[src/rtl/ula32_vector_writer.sv]
// ula32 test-vector generator: captures ALU requests, evaluates them on ula32 and
// streams {a, b, ALUcontrol, Result, ALUflags} records out of a first-word-fall-through FIFO.

module ula32 (
  input  logic [31:0] a,
  input  logic [31:0] b,
  input  logic [1:0]  alu_control,
  output logic [31:0] result,
  output logic [3:0]  alu_flags
);
  logic [31:0] b_eff;
  logic [32:0] sum;
  logic        carry;
  logic        overflow;

  always_comb begin
    // Subtraction is a + ~b + 1, sharing the adder with addition
    b_eff    = alu_control[0] ? ~b : b;
    sum      = {1'b0, a} + {1'b0, b_eff} + {32'd0, alu_control[0]};
    result   = sum[31:0];
    carry    = sum[32];
    overflow = (a[31] == b_eff[31]) && (sum[31] != a[31]);
    if (alu_control[1]) begin
      result   = alu_control[0] ? (a | b) : (a & b);
      carry    = 1'b0;
      overflow = 1'b0;
    end
    alu_flags = {result[31], (result == 32'd0), carry, overflow};
  end
endmodule

module ula32_vector_writer #(
  parameter int DEPTH       = 8,
  parameter int MAX_VECTORS = 10001
) (
  input  logic         clk,
  input  logic         reset,
  input  logic         in_valid,
  output logic         in_ready,
  input  logic [31:0]  in_a,
  input  logic [31:0]  in_b,
  input  logic [1:0]   in_ctrl,
  output logic         out_valid,
  input  logic         out_ready,
  output logic [101:0] out_record,
  output logic [13:0]  vec_count,
  output logic         done
);
  localparam int              AW      = $clog2(DEPTH);
  localparam logic [AW+1:0]   DEPTH_L = (AW+2)'(DEPTH);
  localparam logic [13:0]     MAX_L   = 14'(MAX_VECTORS);

  logic          stage_valid_reg;
  logic [31:0]   stage_a_reg;
  logic [31:0]   stage_b_reg;
  logic [1:0]    stage_ctrl_reg;
  logic [AW-1:0] wr_ptr_reg;
  logic [AW-1:0] rd_ptr_reg;
  logic [AW:0]   fifo_count_reg;
  logic [AW:0]   fifo_count_next;
  logic [13:0]   vec_count_reg;
  logic [101:0]  mem [DEPTH];

  logic [31:0]   alu_result;
  logic [3:0]    alu_flags;
  logic [101:0]  stage_record;
  logic [AW+1:0] occupancy;
  logic          accept;
  logic          push;
  logic          pop;

  ula32 u_ula32 (
    .a           (stage_a_reg),
    .b           (stage_b_reg),
    .alu_control (stage_ctrl_reg),
    .result      (alu_result),
    .alu_flags   (alu_flags)
  );

  assign stage_record = {stage_a_reg, stage_b_reg, stage_ctrl_reg, alu_result, alu_flags};

  // Occupancy counts the capture stage too, so a captured request always has a FIFO slot
  assign occupancy = {1'b0, fifo_count_reg} + {{(AW+1){1'b0}}, stage_valid_reg};
  assign done      = (vec_count_reg == MAX_L);
  assign in_ready  = !done && (occupancy < DEPTH_L);
  assign out_valid = (fifo_count_reg != '0);
  assign out_record = out_valid ? mem[rd_ptr_reg] : '0;
  assign vec_count = vec_count_reg;

  assign accept = in_valid && in_ready;
  assign push   = stage_valid_reg;
  assign pop    = out_valid && out_ready;

  always_comb begin
    fifo_count_next = fifo_count_reg;
    if (push && !pop) begin
      fifo_count_next = fifo_count_reg + 1'b1;
    end else if (pop && !push) begin
      fifo_count_next = fifo_count_reg - 1'b1;
    end
  end

  always_ff @(posedge clk) begin
    if (push) begin
      mem[wr_ptr_reg] <= stage_record;
    end
  end

  always_ff @(posedge clk) begin
    if (reset) begin
      stage_valid_reg <= 1'b0;
      stage_a_reg     <= '0;
      stage_b_reg     <= '0;
      stage_ctrl_reg  <= '0;
      wr_ptr_reg      <= '0;
      rd_ptr_reg      <= '0;
      fifo_count_reg  <= '0;
      vec_count_reg   <= '0;
    end else begin
      stage_valid_reg <= accept;
      if (accept) begin
        stage_a_reg    <= in_a;
        stage_b_reg    <= in_b;
        stage_ctrl_reg <= in_ctrl;
        vec_count_reg  <= vec_count_reg + 1'b1;
      end
      if (push) begin
        wr_ptr_reg <= wr_ptr_reg + 1'b1;
      end
      if (pop) begin
        rd_ptr_reg <= rd_ptr_reg + 1'b1;
      end
      fifo_count_reg <= fifo_count_next;
    end
  end
endmodule

[config.mk]
export PLATFORM = sky130hd
export DESIGN_NAME = ula32_vector_writer
export DESIGN_NICKNAME = d
export VERILOG_FILES = /design/src/rtl/ula32_vector_writer.sv
export SDC_FILE = /design/constraint.sdc
export NUM_CORES = 1
export LEC_CHECK = 0
export ABC_AREA = 1
export ABC_CLOCK_PERIOD_IN_PS = 6800
export CAP_MARGIN = 30
export CELL_PAD_IN_SITES_DETAIL_PLACEMENT = 1
export CELL_PAD_IN_SITES_GLOBAL_PLACEMENT = 1
export CORE_ASPECT_RATIO = 1.2
export CORE_UTILIZATION = 35
export CTS_CLUSTER_DIAMETER = 30
export DETAILED_ROUTE_END_ITERATION = 8
export GPL_TIMING_DRIVEN = 0
export PLACE_DENSITY_LB_ADDON = 0.1
export SETUP_SLACK_MARGIN = 0.2
export SLEW_MARGIN = 10
export SYNTH_ARGS = -nofsm -noshare
export SYNTH_HDL_FRONTEND = slang
export SYNTH_SLANG_ARGS = --single-unit
[constraint.sdc]
create_clock -name clk -period 6.8 [get_ports clk]
set_input_delay 0.68 -clock clk [delete_from_list [all_inputs] [get_ports clk]]
set_output_delay 0.68 -clock clk [all_outputs]
set_load 0.1 [all_outputs]
==> results of run 1 <==
## area by class of cell
| type | instances | area [um^2] | area share (%) |
|---|---|---|---|
| buffer | 208 | 908 | 1.85 |
| sequential | 902 | 26100 | 53.3 |
| clock inverter | 127 | 1410 | 2.87 |
| timing repair buffer | 230 | 2810 | 5.73 |
| tap | 1407 | 1760 | 3.59 |
| multi-input combinational | 2233 | 10600 | 21.7 |
| inverter | 197 | 739 | 1.51 |
| clock buffer | 204 | 4630 | 9.43 |
## report_power, final
part,switching (W),internal [W]
clock,0.00304,0.00566
sequential,0.000291,0.00657
combinational,0.00743,0.00207
total,0.0108,0.0143
## per-layer routing
metal,up-vias,track usage [%],share of wire [%]
met5,-,0,0.026
met4,6,9.97,3.5
met3,216,4.18,4.7
met2,763,41.6,47
met1,14699,33.2,45
li1,13420,-,-
## through the flow
step           power (W)  cells  hold slack (ps)  util, %  setup TNS, ps
2_1_floorplan     0.0132   3540              433        -              0
3_3_place_gp      0.0164   5134              467     38.8       -2779040
3_5_place_dp      0.0165   5177              476     39.7              0
4_1_cts           0.0253   5508              396     45.3              0
5_1_grt           0.0260   5508              448     45.3              0
6_report          0.0251   5508              449     45.3              0
## final timing paths
kind                      from         endpoint  cells past startpoint
max                       flop   out_record[79]                      9
min                   in_a[18]  stage_a_reg[18]                      3
max reg2reg  stage_ctrl_reg[0]        mem[1][2]                     18
min reg2reg      rd_ptr_reg[0]    rd_ptr_reg[0]                      1
## critical path, delay by kind of cell, from the launching register on
family / cells / cell delay [ps]
flops: 1 / 300
buf+inv: 5 / 3250
compound gates: 3 / 710
simple gates: 1 / 130
## cell usage after synthesis (2+ instances only)
library cell	instances
buf_2	55
o21ai_0	577
nor2_1	721
nand4_1	13
edfxtp_1	808
inv_1	193
xor2_1	26
o21bai_1	2
or2_2	2
nor3_1	12
buf_1	3
a31oi_1	102
nand3b_1	5
inv_2	4
dfxtp_1	94
o211ai_1	8
nand3_2	2
nand3_1	83
ha_1	41
nand2_2	9
nor4_1	8
nor2_2	2
o22ai_1	101
nand2_1	383
buf_4	9
clkbuf_1	139
a21oi_1	127
fa_1	2
## cell families (layout without fill, tap and decap cells)
| group | Yosys count | after routing | share of synthesized area, % |
|---|---|---|---|
| simple gates | 1242 | 1242 | 12.8 |
| flops | 902 | 902 | 68.1 |
| compound gates | 922 | 922 | 12.8 |
| fa+ha+maj | 43 | 43 | 1.44 |
| buf+inv | 405 | 966 | 4.27 |
| xor+xnor | 26 | 26 | 0.593 |
==> results.yml, run 1 <==
timing:
  finalCritPeriodShare_pct: 86.7
  setup_viol: 0
  drv_slew: 0
  fin_skew_ps: 27.9
  slew-limit-headroom_pct: 30.2
  worstMarginPinSlew_ps: 1050
  rsz0062_at_grt: "no"
  hold_viol_final: 0
  fin_crit_ps: 5900
  clock.fmax_mhz: 170
  layout_setup_ws_ps: 905
power_and_ir_drop:
  leakage_nw: 17.7
  p_per_area_nw_per_um2: 511
  ir_worst_vdd_v: 0.000486
synth:
  ys_top_cells_by_area: "edfxtp_1, o21ai_0, nor2_1"
  ys_seq_area_share_pct: 68.1
  synth_top_area_share_pct: 63.2
  synth_seq_cells: 902
  yosysUniqueCellTypes: 37
  ys.flop_type: "edfxtp_1"
  yosysTopAreaCell: "edfxtp_1"
  ys_async_sr_fraction_pct: 0
  syn-num-nets: 3653
  ys_warn_count: 0
  syn_avg_cell_area_um2: 10.8
  synth-edff-count: 808
  synth_cells: 3540
  netlist_area_um2: 38400
cts:
  post-cts-setup-buffers: 0
  cts_htree_levels: 4
  clockBufferDepth: 3
  clk_pin_slew_worst_paths_ps: 50
  cts_resized: 0
  hold_buffers: 0
  cts_buffers: 180
  clock-root-buffer: "clkbuf_16"
  cts_tree: "built"
  cts_sinks: 902
  clk_latency_ps: 790
setup_path:
  crit_type: "flop to output pin"
  reg2reg_slack_ps: 1400
  crit_slowest_cell: "clkdlybuf4s50_1"
  critical_path.max_stage_delay_ps: 1240
  cp-start-kind: "flop"
  cp_cell_sequence: "buf_2 -> buf_4 -> buf_2 -> clkbuf_1 -> nor2_1 -> o22ai_1 -> o21ai_0 -> a31oi_1 -> clkdlybuf4s50_1"
  cpMostUsedCell: "buf_2"
  critPathMaxFanout: 10
  endpoint_kind: "output pin"
  cp.arrival_ps: 5220
  crit_required_ps: 6120
worst_hold_path:
  hold_path.class: "primary input to flop"
job:
  maxCapViolations: 0
placed_design:
  placedInstanceArea_um2: 43000
  hpwl_um: 97000
  io_buffers: 187
  gp_congestion: 0.923
  place_ws_ps: 1390
grt:
  grt_pass1_wl_um: 202000
  grtUsageTotal_pct: 25.2
  grt_overflow: 0
  grt_pass1_vias: 30148
  antenna_found_initial: 7
  grt_max_degree: 26
final_layout:
  diodes: 0
  fill_cells: 11631
  final_area_um2: 49000
  drive_gt1_share_pct: 10.3
  area_delta_synth_final_pct: 27.8
  final_cell_mix: "edfxtp_1, nor2_1, o21ai_0, nand2_1, inv_1"
  nets: 4065
  final_common_cell: "edfxtp_1"
  largest_register_ffs: 808
routing:
  drtAntennaViolNets: 0
  avgRoutedWirePerCell_um: 25.5
  vias: 29104
  drtIter0Drc: 1974
  wl_um: 140000
  drt_first_pass_iters: 5
  via_per_inst: 5.28
  drc: 0
floorplanning:
  core-area_um2: 108000
  num_rows: 132
  dieArea_um2: 111000
  die_width_um: 304
  dieHeight_um: 365
  start_util_pct: 35.4
  io_pins: 189
run_status:
  status: "finished, final reports clean"
Note: power is estimated with default switching activity, not from simulation.
==> run 2: changes to the inputs <==
ABC_AREA = default   (was 1)
==> run 2 against run 1 <==
Effect of this change:
- worst setup slack lost 360 ps
- register-to-register slack got worse by 860 ps
- sequential power decreased by 2%
- clock power decreased by 8.5%
- die area is 2.9% lower
- final cell count decreased by 25%
- combinational power down 19%
- sequential share of layout area is 1.1 points higher
- via count fell by 26%
- critical path depth rose by 8
- critical path type is now flop to flop
- largest cell class unchanged
==> results.yml, run 2 <==
timing:
  rsz0062_at_grt: "no"
  finalCritPeriodShare_pct: 92.0
  hold_viol_final: 0
  fin_crit_ps: 6260
  drv_slew: 0
  slew-limit-headroom_pct: 31.0
  setup_viol: 0
  worstMarginPinSlew_ps: 1030
  fin_skew_ps: 26.2
  clock.fmax_mhz: 160
synth:
  synthMuxAreaShare_pct: 15.1
  syn-num-nets: 2284
  syn_avg_cell_area_um2: 17.2
  synth_seq_cells: 902
  synth_xor_area_share_pct: 1.58
  synth_commonest_cells: "edfxtp_1, mux4_2, nand2_1, nor2_1, a21oi_1"
  synth-compound-area-share_pct: 4.51
  synth-edff-count: 808
  yosysTopAreaCell: "edfxtp_1"
  ys.flop_type: "edfxtp_1"
  ys_warn_count: 0
  synth_cells: 2171
  yosysUniqueCellTypes: 84
  netlist_area_um2: 37300
  ys_top_cells_by_area: "edfxtp_1, mux4_2, dfxtp_1"
  ys_async_sr_fraction_pct: 0
  ys_seq_area_share_pct: 70.2
  synth-simple-area-share_pct: 5.08
  synth_most_common_cell: "edfxtp_1"
  synth_top_area_share_pct: 65.1
  synth_top_family_by_area: "multiplexers"
  synthAdderAreaFrac_pct: 2.08
setup_path:
  cp.arrival_ps: 6880
  critPathMaxFanout: 13
  endpoint_kind: "flop"
  reg2reg_depth: 17
  reg2reg_slack_ps: 540
  r2r-start: "stage_ctrl_reg[0]"
  crit_type: "flop to flop"
  cp-start-kind: "flop"
  crit_required_ps: 7420
  reg2reg_to: "mem[4][2]"
final_layout:
  multi_input_area_um2: 10700
  diodes: 0
  final_area_um2: 48100
  area_delta_synth_final_pct: 29.0
  nets: 2734
  largest_register_ffs: 808
  seqCellArea_um2: 26100
  final_common_cell: "edfxtp_1"
  fill_cells: 10155
  drive_gt1_share_pct: 22.4
  final_cell_mix: "edfxtp_1, mux4_2, nand2_1, clkdlybuf4s50_1, clkbuf_16"
  fin_util_pct: 45.7
cts:
  cts_sinks: 902
  clockBufferDepth: 3
  clock-root-buffer: "clkbuf_16"
  cts_tree: "built"
  cts_buffers: 162
  cts_htree_levels: 4
  clk_pin_slew_worst_paths_ps: 50
  clk_latency_ps: 770
placed_design:
  placedInstanceArea_um2: 42400
  hpwl_um: 77100
  gp_congestion: 0.843
  io_buffers: 187
worst_hold_path:
  min_from: "reset"
  hold_path_depth: 2
  whs_endpoint: "wr_ptr_reg[2]"
  hold_path.class: "primary input to flop"
floorplanning:
  io_pins: 189
  dieArea_um2: 108000
  core-area_um2: 105000
  dieHeight_um: 359
  num_rows: 130
  start_util_pct: 35.5
  die_width_um: 300
routing:
  drtIter0Drc: 1260
  wl_um: 110000
  vias: 21558
  avgRoutedWirePerCell_um: 26.6
  drt_first_pass_iters: 5
  drc: 0
  drtAntennaViolNets: 0
  via_per_inst: 5.21
power_and_ir_drop:
  p_per_area_nw_per_um2: 466
  leakage_nw: 15.9
  ir_worst_vdd_v: 0.000333
grt:
  grtUsageTotal_pct: 20.8
  grt_pass1_wl_um: 161000
  grt_pass1_vias: 23777
  antenna_found_initial: 3
  grt_max_degree: 22
  grt_overflow: 0
job:
  maxCapViolations: 0
run_status:
  status: "finished, final reports clean"
-- run 2: changes by cell type after synthesis, moves of 22 or more --
cell and change:
a31oi_1 -97, buf_1 +36, buf_2 -51, clkbuf_1 -72, inv_1 -177, maj3_1 +22
mux2i_1 +104, mux4_2 +202, nand2_1 -188, nand3_1 -74, nor2_1 -556, o21ai_0 -543
o22ai_1 -100, xor2_1 +25
-- run 2: final cells by class --
| class | count | area share (%) |
|---|---|---|
| sequential | 902 | 54.4 |
| multi-input combinational | 1135 | 22.2 |
| clock buffer | 196 | 9.12 |
| timing repair buffer | 286 | 7.30 |
| tap | 1386 | 3.61 |
| clock inverter | 101 | 2.22 |
| buffer | 118 | 1.04 |
| inverter | 16 | 0.125 |
-- run 2: where the power goes --
group | internal [W] | switching [W]
Sequential | 0.00645 | 0.000253
Combinational | 0.00227 | 0.00543
Clock | 0.00520 | 0.00277
Total | 0.0139 | 0.00845
-- run 2: metal layers --
metal / global-route usage, % / routed length [um] / vias up
met3: 4.07 / 5070 / 172
met5: 0 / 9 / -
met4: 8.49 / 3850 / 2
met2: 35.0 / 54900 / 546
met1: 26.1 / 46400 / 11326
li1: - / - / 9512
-- run 2: through the flow --
stage | setup WS, ps | instances | hold slack (ps) | power (W) | TNS, ps
floorplan | 1430 | 2171 | 454 | 0.0121 | 0
global placement | -3860 | 3744 | 475 | 0.0142 | -2885510
detailed placement | -1140 | 3832 | 519 | 0.0146 | -14500
CTS | 290 | 4130 | 364 | 0.0226 | 0
global route | 233 | 4140 | 412 | 0.0231 | 0
finish | 542 | 4140 | 384 | 0.0224 | 0
-- run 2: kinds of logic after synthesis --
group / count (synthesis)
buf+inv: 134
fa+ha+maj: 65
mux: 308
simple gates: 444
flops: 902
compound gates: 251
xor+xnor: 67
-- run 2: worst max-delay path by stage --
stage / startpoint / endpoint / depth (start not counted)
finish: stage_ctrl_reg[0] / mem[4][2] / 17
global route: stage_ctrl_reg[0] / mem[7][2] / 17
CTS: stage_ctrl_reg[0] / mem[5][2] / 17
detailed placement: stage_ctrl_reg[0] / mem[5][2] / 16
global placement: push / mem[3][39] / 2
floorplan: push / mem[1][0] / 2
-- run 2: what timing repair did --
item,CTS,global route
endpoints found under the setup margin,37,8
pin swaps,1,0
gates resized for setup,5,2
hold buffers,0,0
setup buffers,1,0
-- run 2: worst max-delay path, stage by stage, from the launching register on --
cell	delay, ps
dfxtp_2	600
clkbuf_2	370
buf_2	320
clkbuf_1	500
buf_2	430
buf_2	410
xor2_1	150
ha_1	420
and2b_1	190
o2111ai_2	180
a211oi_2	480
o21bai_4	160
a211oi_1	380
o21ai_0	200
a31o_1	410
nand4b_1	330
nor4b_4	380
buf_12	170
==> run 3: changes to the inputs <==
ABC_CLOCK_PERIOD_IN_PS = 5600   (was 6800)
SLEW_MARGIN = default   (was 10)
clock period = 5.6 ns   (was 6.8 ns; I/O delays follow)
==> run 3 against run 2 <==
Effect of this change:
- core utilization increased by 0.18 points
- critical path type unchanged
- clock-buffer cell count decreased by 14
- critical path depth unchanged
- cell area increased by 0.40%
- flip-flop and latch count unchanged
- die area unchanged
==> results.yml, run 3 (synthesis gave the netlist of run 2 again) <==
run_status:
  status: "finished, final reports clean"
final_layout:
  area_delta_synth_final_pct: 29.5
  nets: 2727
  final_cell_mix: "edfxtp_1, mux4_2, nand2_1, clkdlybuf4s50_1, clkbuf_16"
  diodes: 0
  drive_gt1_share_pct: 23.0
  final_area_um2: 48300
  largest_register_ffs: 808
  final_common_cell: "edfxtp_1"
grt:
  antenna_found_initial: 1
  grt_pass1_vias: 23637
  grt_pass1_wl_um: 162000
  grt_max_degree: 25
  grtUsageTotal_pct: 20.9
  grt_overflow: 0
power_and_ir_drop:
  ir_worst_vdd_v: 0.000461
  leakage_nw: 15.9
  p_per_area_nw_per_um2: 570
setup_path:
  crit_required_ps: 6200
  reg2reg_to: "mem[5][2]"
  reg2reg_slack_ps: 430
  endpoint_kind: "flop"
  cp-start-kind: "flop"
  critPathMaxFanout: 10
  cp.arrival_ps: 5760
  reg2reg_depth: 17
  crit_type: "flop to flop"
  r2r-start: "stage_ctrl_reg[0]"
worst_hold_path:
  hold_path.class: "primary input to flop"
  hold_path_depth: 2
  min_from: "reset"
  whs_endpoint: "wr_ptr_reg[2]"
routing:
  wl_um: 111000
  wl_met1_um: 46300
  via_per_inst: 5.21
  avgRoutedWirePerCell_um: 26.8
  vias: 21560
  drtIter0Drc: 1202
  drc: 0
  routed.top_layer: "met5"
  drt_first_pass_iters: 5
  met2_length_um: 56200
  wl_met3_um: 4980
  drtAntennaViolNets: 0
cts:
  clk_latency_ps: 760
  hold_buffers: 0
  cts_sinks: 902
  clock-root-buffer: "clkbuf_16"
  clockBufferDepth: 3
  cts_tree: "built"
  clk_pin_slew_worst_paths_ps: 50
  cts_htree_levels: 4
  cts_buffers: 161
timing:
  setup_tns_ps: 0
  fin_crit_ps: 5170
  slew-limit-headroom_pct: 31.1
  setup_viol: 0
  fin_skew_ps: 27.7
  clock.fmax_mhz: 194
  hold_viol_final: 0
  finalCritPeriodShare_pct: 92.3
  rsz0062_at_grt: "no"
  drv_slew: 0
  worstMarginPinSlew_ps: 1030
placed_design:
  io_buffers: 187
  hpwl_um: 76600
  gp_congestion: 0.843
  placedInstanceArea_um2: 42400
floorplanning:
  dieArea_um2: 108000
  core-area_um2: 105000
  die_width_um: 300
  start_util_pct: 35.5
  io_pins: 189
  dieHeight_um: 359
  num_rows: 130
job:
  maxCapViolations: 0
[run 3: worst max path at each step]
stage / start / end / slack, ps / cells after the start
6_report: stage_ctrl_reg[0] / mem[5][2] / 430 / 17
5_1_grt: flop / out_record[62] / 260 / 7
4_1_cts: stage_ctrl_reg[0] / mem[5][2] / 200 / 17
3_5_place_dp: stage_ctrl_reg[0] / mem[5][2] / -2330 / 16
3_3_place_gp: push / mem[3][39] / -5060 / 2
2_1_floorplan: push / mem[1][0] / 230 / 2
[run 3: worst max-delay path: stages (launching register included)]
cell,delay (ps)
dfxtp_4,380
buf_4,200
buf_4,220
clkbuf_4,250
buf_4,270
buf_4,280
xor2_1,120
ha_1,430
and2b_1,190
o2111ai_2,210
a211oi_4,500
o21bai_2,220
a211o_1,340
o211a_1,280
a31oi_2,260
nand4_1,240
nor4b_4,400
buf_12,170
[run 3: area by class of cell]
cell class                 count  area [um^2]
buffer                       118          523
clock buffer                 182         4260
clock inverter               117         1350
fill                       10133        56800
inverter                      16         60.1
multi-input combinational   1136        10700
sequential                   902        26100
tap                         1386         1730
timing repair buffer         279         3440
[run 3: routing by layer]
metal | vias to the layer above | GRT usage, %
li1 | 9531 | -
met1 | 11345 | 26.2
met2 | 533 | 35.4
met3 | 149 | 4.23
met4 | 2 | 7.93
met5 | - | 0
[run 3: where the power goes]
part	internal (W)	switching, W
Clock	0.00652	0.00344
Combinational	0.00279	0.00661
Sequential	0.00783	0.000305
[run 3: metrics by stage]
stage | setup slack [ps] | std cells | hold WS (ps) | power, W | utilization, %
floorplan | 230 | 2171 | 454 | 0.0147 | -
global placement | -5060 | 3744 | 475 | 0.0172 | 38.9
detailed placement | -2330 | 3824 | 516 | 0.0177 | 40.3
CTS | 204 | 4124 | 258 | 0.0278 | 45.7
global route | 261 | 4136 | 273 | 0.0284 | 45.9
finish | 434 | 4136 | 288 | 0.0275 | 45.9
[run 3: what timing repair did]
item                                    4_1_cts  5_1_grt
endpoints found under the setup margin      256       36
endpoints found under the hold margin         0        0
gates cloned                                  0        1
setup buffers                                 1        2
resized for setup                            19       18
pin swaps                                     2        3
